### config.mk
export PLATFORM = sky130hd
export DESIGN_NAME = rst_seq_flat
export DESIGN_NICKNAME = d
export VERILOG_FILES = /design/src/rtl/rst_seq_if.sv /design/src/rtl/rst_seq.sv /design/src/flat_wrapper.sv
export SDC_FILE = /design/constraint.sdc
export NUM_CORES = 1
export LEC_CHECK = 0
export ABC_AREA = 0
export CAP_MARGIN = 20
export CORE_MARGIN = 2
export CORE_UTILIZATION = 55
export CTS_CLUSTER_SIZE = 16
export DETAILED_ROUTE_END_ITERATION = 12
export PLACE_DENSITY = 0.76
export SKIP_LAST_GASP = 1
export SYNTH_ARGS = -nofsm -noshare
export SYNTH_HDL_FRONTEND = slang
export SYNTH_SLANG_ARGS = --single-unit
### constraint.sdc
create_clock -name clk -period 1.8 [get_ports clk]
set_input_delay 0.27 -clock clk [delete_from_list [all_inputs] [get_ports clk]]
set_output_delay 0.27 -clock clk [all_outputs]
set_load 0.01 [all_outputs]
### src/rtl/rst_seq_if.sv
// rtl/rst_seq_if.sv - request/status bundle between the reset sequencer and its users
//
// Purpose: groups the reset-request inputs and the staged-reset status outputs.
// Signals:
//   sw_rst_req  software reset request, sampled per cycle
//   wdt_en      watchdog enable level
//   wdt_kick    watchdog service pulse
//   rst_out_n   staged active-low resets, bit 0 released first
//   busy        high while any rst_out_n bit is asserted
//   rst_cause   cause of last reset: 00 supervisor, 01 software, 10 watchdog
// Modports: master drives requests and observes status; slave is the sequencer.
interface rst_seq_if #(
  parameter int NOUT = 3
);
  logic            sw_rst_req;
  logic            wdt_en;
  logic            wdt_kick;
  logic [NOUT-1:0] rst_out_n;
  logic            busy;
  logic [1:0]      rst_cause;

  modport master (
    output sw_rst_req, wdt_en, wdt_kick,
    input  rst_out_n, busy, rst_cause
  );

  modport slave (
    input  sw_rst_req, wdt_en, wdt_kick,
    output rst_out_n, busy, rst_cause
  );
endinterface

### src/rtl/rst_seq.sv
// rtl/rst_seq.sv - staged reset sequencer with software and watchdog reset
//
// Purpose: takes the supervisor's open-drain reset as an asynchronous
// active-low reset, synchronizes its release, then releases NOUT reset
// domains in order, STAGE_DLY cycles apart. In RUN, a software request or
// watchdog timeout holds all domains for HOLD_CYC cycles and replays the
// staged release, recording the cause.
// Ports:
//   clk    system clock
//   rst_n  asynchronous active-low supervisor reset
//   bus    rst_seq_if.slave (requests in, staged resets/busy/cause out)
module rst_seq #(
  parameter int NOUT        = 3,
  parameter int SYNC_STAGES = 2,
  parameter int STAGE_DLY   = 16,
  parameter int HOLD_CYC    = 32,
  parameter int WDT_TO      = 1000
) (
  input  logic     clk,
  input  logic     rst_n,
  rst_seq_if.slave bus
);

  localparam int SW = $clog2(STAGE_DLY + 1);
  localparam int HW = $clog2(HOLD_CYC + 1);
  localparam int IW = (NOUT > 1) ? $clog2(NOUT) : 1;

  localparam logic [SW-1:0] STG_LAST  = SW'(STAGE_DLY - 1);
  localparam logic [HW-1:0] HOLD_LAST = HW'(HOLD_CYC - 1);
  localparam logic [IW-1:0] IDX_LAST  = IW'(NOUT - 1);
  localparam logic [31:0]   WDT_LAST  = 32'(WDT_TO - 1);

  localparam logic [1:0] ST_SYNC = 2'd0;
  localparam logic [1:0] ST_REL  = 2'd1;
  localparam logic [1:0] ST_RUN  = 2'd2;
  localparam logic [1:0] ST_HOLD = 2'd3;

  localparam logic [1:0] CAUSE_SW  = 2'b01;
  localparam logic [1:0] CAUSE_WDT = 2'b10;

  logic [SYNC_STAGES-1:0] sync_q, sync_d;
  logic [1:0]             state_q, state_d;
  logic [SW-1:0]          stg_cnt_q, stg_cnt_d;
  logic [IW-1:0]          idx_q, idx_d;
  logic [HW-1:0]          hold_cnt_q, hold_cnt_d;
  logic [31:0]            wdt_cnt_q, wdt_cnt_d;
  logic [NOUT-1:0]        rst_out_q, rst_out_d;
  logic [1:0]             cause_q, cause_d;
  logic                   wdt_fire;

  always_comb begin
    sync_d     = {sync_q[SYNC_STAGES-2:0], 1'b1};
    state_d    = state_q;
    stg_cnt_d  = stg_cnt_q;
    idx_d      = idx_q;
    hold_cnt_d = hold_cnt_q;
    wdt_cnt_d  = '0;
    rst_out_d  = rst_out_q;
    cause_d    = cause_q;
    wdt_fire   = 1'b0;

    case (state_q)
      ST_SYNC: begin
        stg_cnt_d = '0;
        idx_d     = '0;
        // Leave on the edge the synchronizer output rises so stage 0
        // releases STAGE_DLY edges after that point.
        if (sync_d[SYNC_STAGES-1]) begin
          state_d = ST_REL;
        end
      end

      ST_REL: begin
        if (stg_cnt_q == STG_LAST) begin
          rst_out_d[idx_q] = 1'b1;
          stg_cnt_d        = '0;
          if (idx_q == IDX_LAST) begin
            state_d = ST_RUN;
          end else begin
            idx_d = idx_q + 1'b1;
          end
        end else begin
          stg_cnt_d = stg_cnt_q + 1'b1;
        end
      end

      ST_RUN: begin
        if (!bus.wdt_en || bus.wdt_kick) begin
          wdt_cnt_d = '0;
        end else if (wdt_cnt_q == WDT_LAST) begin
          wdt_fire  = 1'b1;
          wdt_cnt_d = wdt_cnt_q;
        end else begin
          wdt_cnt_d = wdt_cnt_q + 32'd1;
        end

        if (bus.sw_rst_req || wdt_fire) begin
          state_d    = ST_HOLD;
          rst_out_d  = '0;
          hold_cnt_d = '0;
          wdt_cnt_d  = '0;
          cause_d    = bus.sw_rst_req ? CAUSE_SW : CAUSE_WDT;
        end
      end

      default: begin  // ST_HOLD
        rst_out_d = '0;
        if (hold_cnt_q == HOLD_LAST) begin
          state_d    = ST_REL;
          stg_cnt_d  = '0;
          idx_d      = '0;
          hold_cnt_d = '0;
        end else begin
          hold_cnt_d = hold_cnt_q + 1'b1;
        end
      end
    endcase
  end

  always_ff @(posedge clk or negedge rst_n) begin
    if (!rst_n) begin
      sync_q     <= '0;
      state_q    <= ST_SYNC;
      stg_cnt_q  <= '0;
      idx_q      <= '0;
      hold_cnt_q <= '0;
      wdt_cnt_q  <= '0;
      rst_out_q  <= '0;
      cause_q    <= '0;
    end else begin
      sync_q     <= sync_d;
      state_q    <= state_d;
      stg_cnt_q  <= stg_cnt_d;
      idx_q      <= idx_d;
      hold_cnt_q <= hold_cnt_d;
      wdt_cnt_q  <= wdt_cnt_d;
      rst_out_q  <= rst_out_d;
      cause_q    <= cause_d;
    end
  end

  assign bus.rst_out_n = rst_out_q;
  assign bus.busy      = ~&rst_out_q;
  assign bus.rst_cause = cause_q;

endmodule
### src/flat_wrapper.sv
// flat-port wrapper written by rule: the top's interface ports become plain ports
module rst_seq_flat 
#(
  parameter int NOUT        = 3,
  parameter int SYNC_STAGES = 2,
  parameter int STAGE_DLY   = 16,
  parameter int HOLD_CYC    = 32,
  parameter int WDT_TO      = 1000
)
  (clk, rst_n, bus_sw_rst_req, bus_wdt_en, bus_wdt_kick, bus_rst_out_n, bus_busy, bus_rst_cause);
  rst_seq_if #(.NOUT(NOUT)) bus_i ();
  input  logic clk;
  input  logic rst_n;
  input wire logic [$bits(bus_i.sw_rst_req)-1:0] bus_sw_rst_req;
  input wire logic [$bits(bus_i.wdt_en)-1:0] bus_wdt_en;
  input wire logic [$bits(bus_i.wdt_kick)-1:0] bus_wdt_kick;
  output wire logic [$bits(bus_i.rst_out_n)-1:0] bus_rst_out_n;
  output wire logic [$bits(bus_i.busy)-1:0] bus_busy;
  output wire logic [$bits(bus_i.rst_cause)-1:0] bus_rst_cause;
  assign bus_i.sw_rst_req = bus_sw_rst_req;
  assign bus_i.wdt_en = bus_wdt_en;
  assign bus_i.wdt_kick = bus_wdt_kick;
  assign bus_rst_out_n = bus_i.rst_out_n;
  assign bus_busy = bus_i.busy;
  assign bus_rst_cause = bus_i.rst_cause;
  rst_seq #(.NOUT(NOUT), .SYNC_STAGES(SYNC_STAGES), .STAGE_DLY(STAGE_DLY), .HOLD_CYC(HOLD_CYC), .WDT_TO(WDT_TO)) u_core (.clk(clk), .rst_n(rst_n), .bus(bus_i));
endmodule
### Yosys cells after proc, flatten, opt, wreduce, memory -nomap -nowiden

Index checks and enable logic that the tools add are counted.

* register bits after elaboration: 53
* input port bits: 5

* add/subtract/negate cells: 4
* $lt $le $gt $ge: 2
* equality and inequality tests: 12
* multiplexer cells: 29
* bitwise logic cells: 4
* reduce and logical (&&, ||, !) cells: 16

Operators by type and width (count)
* 32-bit two-way mux: 4
* 32-bit by 1-bit adder with 32-bit output (second input constant): 1
* 32-bit by 10-bit equality test with 1-bit output (second input constant): 1
* 2-bit two-way mux: 9
* 5-bit case mux with 3 select lines: 1
* 6-bit two-way mux: 2
* 2-bit case mux with 3 select lines: 2
* 6-bit case mux with 2 select lines: 1
* 5-bit two-way mux: 2
* 3-bit case mux with 3 select lines: 1
* 2-bit by 1-bit inequality test with 1-bit output (second input constant): 4
* 6-bit by 1-bit adder with 6-bit output (second input constant): 1
* 6-bit by 5-bit equality test with 1-bit output (second input constant): 1
* 3-bit two-way mux: 2
* 2-bit AND reduction: 3
* 3-bit AND reduction: 2
* 5-bit by 1-bit adder with 5-bit output (second input constant): 1
* 5-bit by 4-bit equality test with 1-bit output (second input constant): 1
* 5-bit AND reduction: 1
* 2-bit equality test (second input constant): 2
* 1-bit two-way mux: 4
* 4-bit by 3-bit inequality test with 1-bit output (second input constant): 1
* 4-bit AND reduction: 1
* 4-bit nonzero test: 1
* other kinds (14): 18

### Logic depth before layout (Yosys ltp)

Gate-level depths: netlist of run 1.

* depth after elaboration: 7
* mapped depth: 8
* depth with buffers taken out: 7

### Least setup slack after synthesis of run 1

OpenSTA, ideal clock, no wires.

* kind: reg-to-reg
* from: register u_core.state_q[1]
* to: register u_core.state_q[1]
* setup time: 0.125 ns
* data arrival time: 1.834 ns
* required time: 1.675 ns
* slack: -0.159 ns
* stages on the path, launching flop included: 9
* clock period less this slack: 1.959 ns
* cells stage by stage: dfrtp_1 -> inv_1 -> ha_1 -> clkbuf_1 -> or2_2 -> nor2_1 -> a21oi_1 -> o21ai_1 -> mux2_2

* cells in the longest elaborated chain, start to end: 3
* elaborated cells between the ends (all ways): 10
* those cells by class: eq/ne: 6; mux: 1; reduce/logical: 3

RTL lines
* start: declaration: line rst_seq.sv:42 `logic [1:0] state_q, state_d;`
* start signal: assignment: line rst_seq.sv:132 `state_q <= state_d;`
* 2-bit by 1-bit equality test with 1-bit output (tied with other cells): line rst_seq.sv:62 `case (state_q)`
* 2-bit by 1-bit inequality test with 1-bit output (no source line) / 4-bit nonzero test (equally long branches)
* 5-bit AND reduction (no source line)

Several ways; a longest one is shown, not always the timed one.
A chain may end at the register's enable or synchronous reset.

### Worst setup path in the final report of run 1

* from: register u_core.wdt_cnt_q[0]
* to: register u_core.wdt_cnt_q[20]

* cells in the longest elaborated chain, start to end: 7
* elaborated cells between the ends (all ways): 11
* those cells by class: add/sub: 1; eq/ne: 2; mux: 7; reduce/logical: 1

RTL lines
* start: declaration: line rst_seq.sv:46 `logic [31:0] wdt_cnt_q, wdt_cnt_d;`
* start signal: assignment: line rst_seq.sv:136 `wdt_cnt_q <= wdt_cnt_d;`
* branches (longest 7 deep; another with 32-bit by 1-bit adder with 32-bit output)

Several ways; the timed one is not identified. The select of a mux whose other input is x is not followed.

==> results of run 1 <==
-- sequential cells by signal, indices dropped and copies added, names as in the netlist --
name and cells:
u_core.wdt_cnt_q 32, u_core.hold_cnt_q 6, u_core.stg_cnt_q 5, u_core.bus.rst_out_n 3, u_core.bus.rst_cause 2, u_core.idx_q 2
u_core.state_q 2, u_core.sync_q 1
-- Yosys cell counts (all sizes together) (6+ instances only) --
cell   instances
dfrtp         53
nor2          44
xor2          25
nand2         21
nand3         18
nand4         17
ha            10
nor4          10
inv            7
o21ai          7
and3           6
-- cell usage in the layout (no fill, tap or decap), types with 3 or more instances in the layout --
cell and instances:
a21oi_1 3, and3_1 6, and4_1 3, buf_4 51, clkbuf_8 6, clkdlybuf4s50_1 9, dfrtp_1 53, ha_1 9
inv_1 7, mux2i_1 4, nand2_1 20, nand3_1 18, nand4_1 16, nor2_1 20, nor2_2 12, nor2_4 12
nor2b_1 3, nor3_1 5, nor4_1 5, nor4_4 3, o211a_1 3, o21a_1 5, o21ai_0 5, xnor2_1 5
xor2_1 25
-- timing repair --
| item | CTS | global route |
|---|---|---|
| resized for setup | 9 | 34 |
| setup buffers | 3 | 1 |
| gates cloned | 2 | 1 |
| setup endpoints to repair | 43 | 51 |
| pin swaps | 10 | 14 |
-- cell families after synthesis --
kind of cell,after synthesis,synth area share
compound gates,31,0.0791
simple gates,140,0.271
xor+xnor,30,0.0922
fa+ha+maj,10,0.0439
buf+inv,15,0.0285
other cells,1,0.00132
flops,53,0.466
mux,5,0.0180
-- through the flow --
| stage | instance area, um^2 | setup TNS [ns] | setup WS, ns |
|---|---|---|---|
| global route | 3770 | -7.68 | -0.223 |
| detailed placement | 3390 | -16.94 | -0.444 |
| CTS | 3610 | -1.59 | -0.0937 |
| finish | 3770 | -3.37 | -0.126 |
| floorplan | 2870 | -5.02 | -0.143 |
| global placement | 3390 | -15.87 | -0.399 |
-- layer usage --
layer,up-vias,share of wire,track usage
li1,1137,-,-
met1,1174,0.45,0.322
met2,39,0.50,0.368
met3,7,0.032,0.0367
met4,0,0.012,0.0636
met5,-,0,0
-- area by class of cell --
| type | instances | area (um^2) | area share |
|---|---|---|---|
| clock buffers | 6 | 82.6 | 0.0219 |
| clock inverters | 2 | 37.5 | 0.00997 |
| inverters | 7 | 26.3 | 0.00698 |
| multi-input cells | 218 | 1620 | 0.431 |
| flip-flops and latches | 53 | 1330 | 0.352 |
| well taps | 70 | 87.6 | 0.0233 |
| repair buffers | 66 | 582 | 0.154 |
-- worst max path at each step --
stage                                       to  slack, ns  cells past startpoint
after CTS                 u_core.hold_cnt_q[1]      -0.09                      7
after global routing      u_core.wdt_cnt_q[20]      -0.22                      6
final                     u_core.wdt_cnt_q[20]      -0.13                      7
after floorplan           u_core.wdt_cnt_q[22]      -0.14                      7
after detailed placement  u_core.hold_cnt_q[1]      -0.44                      6
after global placement    u_core.hold_cnt_q[1]      -0.40                      6
-- power groups by stage --
stage | clock network (mW) | logic (mW) | registers, mW
after floorplan | 0 | 0.0452 | 1.24
after global placement | 0 | 0.112 | 1.23
after detailed placement | 0 | 0.115 | 1.24
after CTS | 0.847 | 0.124 | 1.21
after global routing | 0.892 | 0.146 | 1.21
final | 0.828 | 0.132 | 1.21
==> reports/results.ini, run 1 <==
[pwr]
combPwrFrac=0.061
p_seq_frac=0.558
pwr-share-clk=0.381
swShare=0.212
p_switching_mw=0.460
power_mw=2.17
powerDensity_mw_per_mm2=577
p_int_mw=1.71
irDropWorstVdd_uv=430
leakagePower_nw=1.70

[critical_path]
worstSetupPathType=register to register
critPathSlowestCell=or4b_4
path_cells=ha_4, nand2_2, or4b_4, nor4_4, nand3b_4, clkbuf_16, nor2_1
crit_path_max_incr_delay_ns=0.49
cp_data_arrival_time_ns=2.12
cp-start-kind=register
worstPathMaxFanout=7
r2r_cells=7
worst-path-buf-inv=1
crit-reg2reg-launch=u_core.wdt_cnt_q[0]
worstReg2RegEnd=u_core.wdt_cnt_q[20]
crit_start=u_core.wdt_cnt_q[0]
crit_required_ns=1.99
cp_top_family=simple AND/OR/NAND/NOR gates
end_kind=register
r2r_setup_slack_ns=-0.13

[layout]
fin_util=0.747
nNetsFinal=366
layout.cells.non_filler=422
num_antenna_cells=0
nFillCells=364
drive_gt1_frac=0.307
area_growth_pct=32.2

[synth]
synth_edf_count=0
yosys_warnings=0
synth.top_cell.area_share=0.466
yosysSeqAreaShare=0.466
yosysUniqueCellTypes=47
yosysTopAreaCell=dfrtp_1
synthCells=285
synthTopCellsByArea=dfrtp_1 47%, xor2_1 7.7%, nor2_1 5.8%, ha_1 4.4%, nand4_1 3.5%
ys.flop_type=dfrtp_1
synth_area_per_cell_um2=10.0
yosys_register_bits=53
async_reset_ff_frac=1.00
syn_nets=300
syn_area_mm2=0.00285

[global_route]
grt_pass1_vias=2273
grt_max_degree=54
antenna_found_initial=0
grt_overflow_total=0
grt_first_pass_wirelength_um=10700
grtUsageTotal=0.228

[floorplan]
pin_count=11
initial_utilization=0.565
core_mm2=0.00504
row_count=26
dieArea_mm2=0.00577
die_h_um=76.0
die_w_um=76.0

[sta]
worst_slack_ns=-0.126
skew_ns=0.0110
post-route-period-util=1.07
max_slew_margin=0.558
rsz0062_at_grt=true
holdWs_ns=0.0730
drv_slew=0
tightest_slew_ns=0.663
max_freq_mhz=519
min_period_ns=1.93
final_hold_viol_count=0
setup_viol=43

[run_status]
violations=negative setup slack
status=finished with violations

[drt]
vias=2357
firstDrtPassIters=4
wl_um=6350
drtIter0Drc=204
via_per_inst=5.59
drc=0
antenna_left=0
wl_per_cell_um=15.0

[clock_tree]
clockBufferDepth=2
cts_root_buffer=clkbuf_8
cts_tree=yes
hold_buffers=0
htree_levels=2
cts_buffers=5
clk_pin_slew_ns=0.09
clock_latency_ns=0.30
cts.sinks=53

[run]
maxCapViolations=0

[placement]
port_buffers=10
gp_congestion=0.780
dp_hpwl_um=4310
dpl.cell_count=407

[worst_hold_path]
hold_class=input pin to async pin

(Power assumes the default switching activity.)
==> run 2, diff against run 1 <==
CORE_MARGIN = 3   (was 2)
TNS_END_PERCENT = 50   (was unset)
==> run 2 against run 1 <==
- sequential power is essentially flat
- maximum frequency shrank 1.3%
- utilization grew 5.5 points
- sequential cell count is the same
- sequential share of layout area shrank 1.1 points
- clock-buffer cell count grew 1
- the flow still finishes with violations (negative setup slack)
- final area grew 3.2%
- critical endpoint is now u_core.stg_cnt_q[3]
- routed wire length grew 15%
==> reports/results.ini, run 2 (synthesis results as in run 1) <==
[run_status]
status=finished with violations
violations=negative setup slack

[sta]
max_slew_margin=0.620  ; +0.0626
skew_ns=0.00839  ; -0.00264 ns
post-route-period-util=1.08  ; +0.0136
holdWs_ns=0.468  ; +0.395 ns
worst_slack_ns=-0.150  ; -0.0245 ns
setup_viol=48  ; +12%
final_hold_viol_count=0  ; unchanged
max_freq_mhz=513  ; -1.3%
tightest_slew_ns=0.567  ; -0.0961 ns
min_period_ns=1.95  ; +0.0245 ns
drv_slew=0  ; unchanged
rsz0062_at_grt=true

[critical_path]
end_kind=register
worstSetupPathType=register to register
cp_data_arrival_time_ns=2.17  ; +0.05 ns
r2r_cells=7  ; unchanged
worstPathMaxFanout=8  ; +1
crit_path_max_incr_delay_ns=0.46  ; -0.03 ns
path_cells=inv_1, ha_1, buf_4, nor2_1, a21o_1, o21ai_0, a22o_1
cp-start-kind=register
crit-reg2reg-launch=u_core.state_q[1]
critPathSlowestCell=nor2_1
worstReg2RegEnd=u_core.stg_cnt_q[3]
crit_required_ns=2.02  ; +0.03 ns
r2r_setup_slack_ns=-0.15  ; -0.02 ns

[worst_hold_path]
hold_class=input pin to async pin

[drt]
antenna_left=0  ; unchanged
firstDrtPassIters=4  ; unchanged
wl_per_cell_um=17.1  ; +14%
drtIter0Drc=215  ; +5.4%
vias=2457  ; +4.2%
wl_um=7330  ; +15%
via_per_inst=5.74  ; +2.8%
drc=0  ; unchanged

[clock_tree]
cts_root_buffer=clkbuf_8
htree_levels=2  ; unchanged
cts_tree=yes
clk_pin_slew_ns=0.10  ; about the same
cts.sinks=53  ; unchanged
clock_latency_ns=0.32  ; +0.02 ns
cts_buffers=5  ; unchanged
clockBufferDepth=2  ; unchanged

[pwr]
powerDensity_mw_per_mm2=543  ; -5.9%
leakagePower_nw=1.79  ; +5.3%
irDropWorstVdd_uv=470  ; +9.2%

[global_route]
grtUsageTotal=0.233  ; +0.00493
grt_first_pass_wirelength_um=11100  ; +3.5%
grt_max_degree=54  ; unchanged
grt_overflow_total=0  ; unchanged
antenna_found_initial=0  ; unchanged
grt_pass1_vias=2366  ; +4.1%

[layout]
layout_common_cells=53 x buf_4, 53 x dfrtp_1, 25 x nor2_1, 25 x xor2_1, 20 x nand2_1
reg_top3=u_core.wdt_cnt_q: 32 flops, u_core.hold_cnt_q: 6 flops, u_core.stg_cnt_q: 5 flops
top_register=u_core.wdt_cnt_q
largest_register_ffs=32  ; unchanged
area_growth_pct=36.5
num_antenna_cells=0  ; unchanged
drive_gt1_frac=0.310  ; +0.00343
fin_util=0.802  ; +0.0549
seqCellArea_mm2=0.00133  ; unchanged
nFillCells=294  ; -19%
nNetsFinal=375  ; +2.5%
multi_input_area_mm2=0.00162  ; -0.15%
final_area_mm2=0.00389  ; +3.2%

[floorplan]
core_mm2=0.00485  ; -3.8%
dieArea_mm2=0.00608  ; +5.3%
row_count=25  ; -3.8%
pin_count=11  ; unchanged
initial_utilization=0.588  ; +0.0226
die_h_um=78.0  ; +2.6%
die_w_um=78.0  ; +2.6%

[placement]
port_buffers=10  ; unchanged
dp_hpwl_um=4320  ; +0.19%
postPlaceCellArea_mm2=0.00343  ; +1.1%
gp_congestion=0.834  ; +7.0%
post-place-ws_ns=-0.548  ; -0.104 ns

[run]
maxCapViolations=0  ; unchanged

run 2: cell count changes in the layout (fill, tap and decap cells not counted), moves of 2 or more:
| cell | before | now |
|---|---|---|
| nor2_1 | 20 | 25 |
| nor2_4 | 12 | 7 |
| buf_12 | 2 | 5 |
| buf_4 | 51 | 53 |
| clkbuf_16 | 1 | 3 |
| o2bb2ai_1 | 2 | 4 |
| o2bb2ai_2 | 2 | 0 |
run 2: critical path: cells and delay by family, from the launching register on:
family                     cells  cell delay (ns)
AOI/OAI and AO/OA              3             0.60
and+or+nand+nor                1             0.46
DFF                            1             0.36
buffers and inverters          2             0.23
adders and majority gates      1             0.19
run 2: how the worst max path moves through the flow:
stage,to,from,slack [ns],depth (start not counted)
floorplan,u_core.wdt_cnt_q[16],u_core.wdt_cnt_q[0],-0.14,7
global placement,u_core.wdt_cnt_q[12],bus_wdt_en,-0.51,7
detailed placement,u_core.wdt_cnt_q[20],bus_wdt_en,-0.55,7
CTS,u_core.wdt_cnt_q[6],u_core.wdt_cnt_q[29],-0.1,7
global route,u_core.stg_cnt_q[3],u_core.state_q[1],-0.24,7
finish,u_core.stg_cnt_q[3],u_core.state_q[1],-0.15,7
run 2: repair_timing:
item	in CTS	in global routing
cloned	2	3
hold endpoints to repair	53	0
setup buffers	5	1
pin swaps	7	13
setup endpoints to repair	45	50
hold buffers	1	0
gates resized for setup	5	34
run 2: per-layer routing:
metal / GRT usage / share of wire / up-vias
met5: 0 / 0 / -
met4: 0.0962 / 0.032 / 0
met3: 0.0441 / 0.037 / 26
met2: 0.357 / 0.48 / 66
met1: 0.324 / 0.45 / 1211
li1: - / - / 1154
run 2: final cells by class:
class | instances | share of cell area
clock buffer | 7 | 0.0248
multi-input combinational | 218 | 0.417
tap | 67 | 0.0216
clock inverter | 1 | 0.00129
inverter | 7 | 0.00676
sequential | 53 | 0.341
timing repair buffer | 75 | 0.187
run 2: through the flow:
step | TNS (ns) | power (mW) | std cells
2_1_floorplan | -5.03 | 1.28 | 285
3_3_place_gp | -20.09 | 1.35 | 408
3_5_place_dp | -21.65 | 1.35 | 408
4_1_cts | -3.04 | 2.09 | 424
5_1_grt | -9.56 | 2.18 | 428
6_report | -5.02 | 2.11 | 428
run 2: power breakdown:
part           switching, mW  leakage, nW  total (mW)  internal, mW
Sequential            0.0106        0.704        1.21          1.20
Combinational         0.0768         1.03       0.149        0.0726
Clock                  0.400       0.0542       0.748         0.348
Total                  0.487         1.79        2.11          1.62
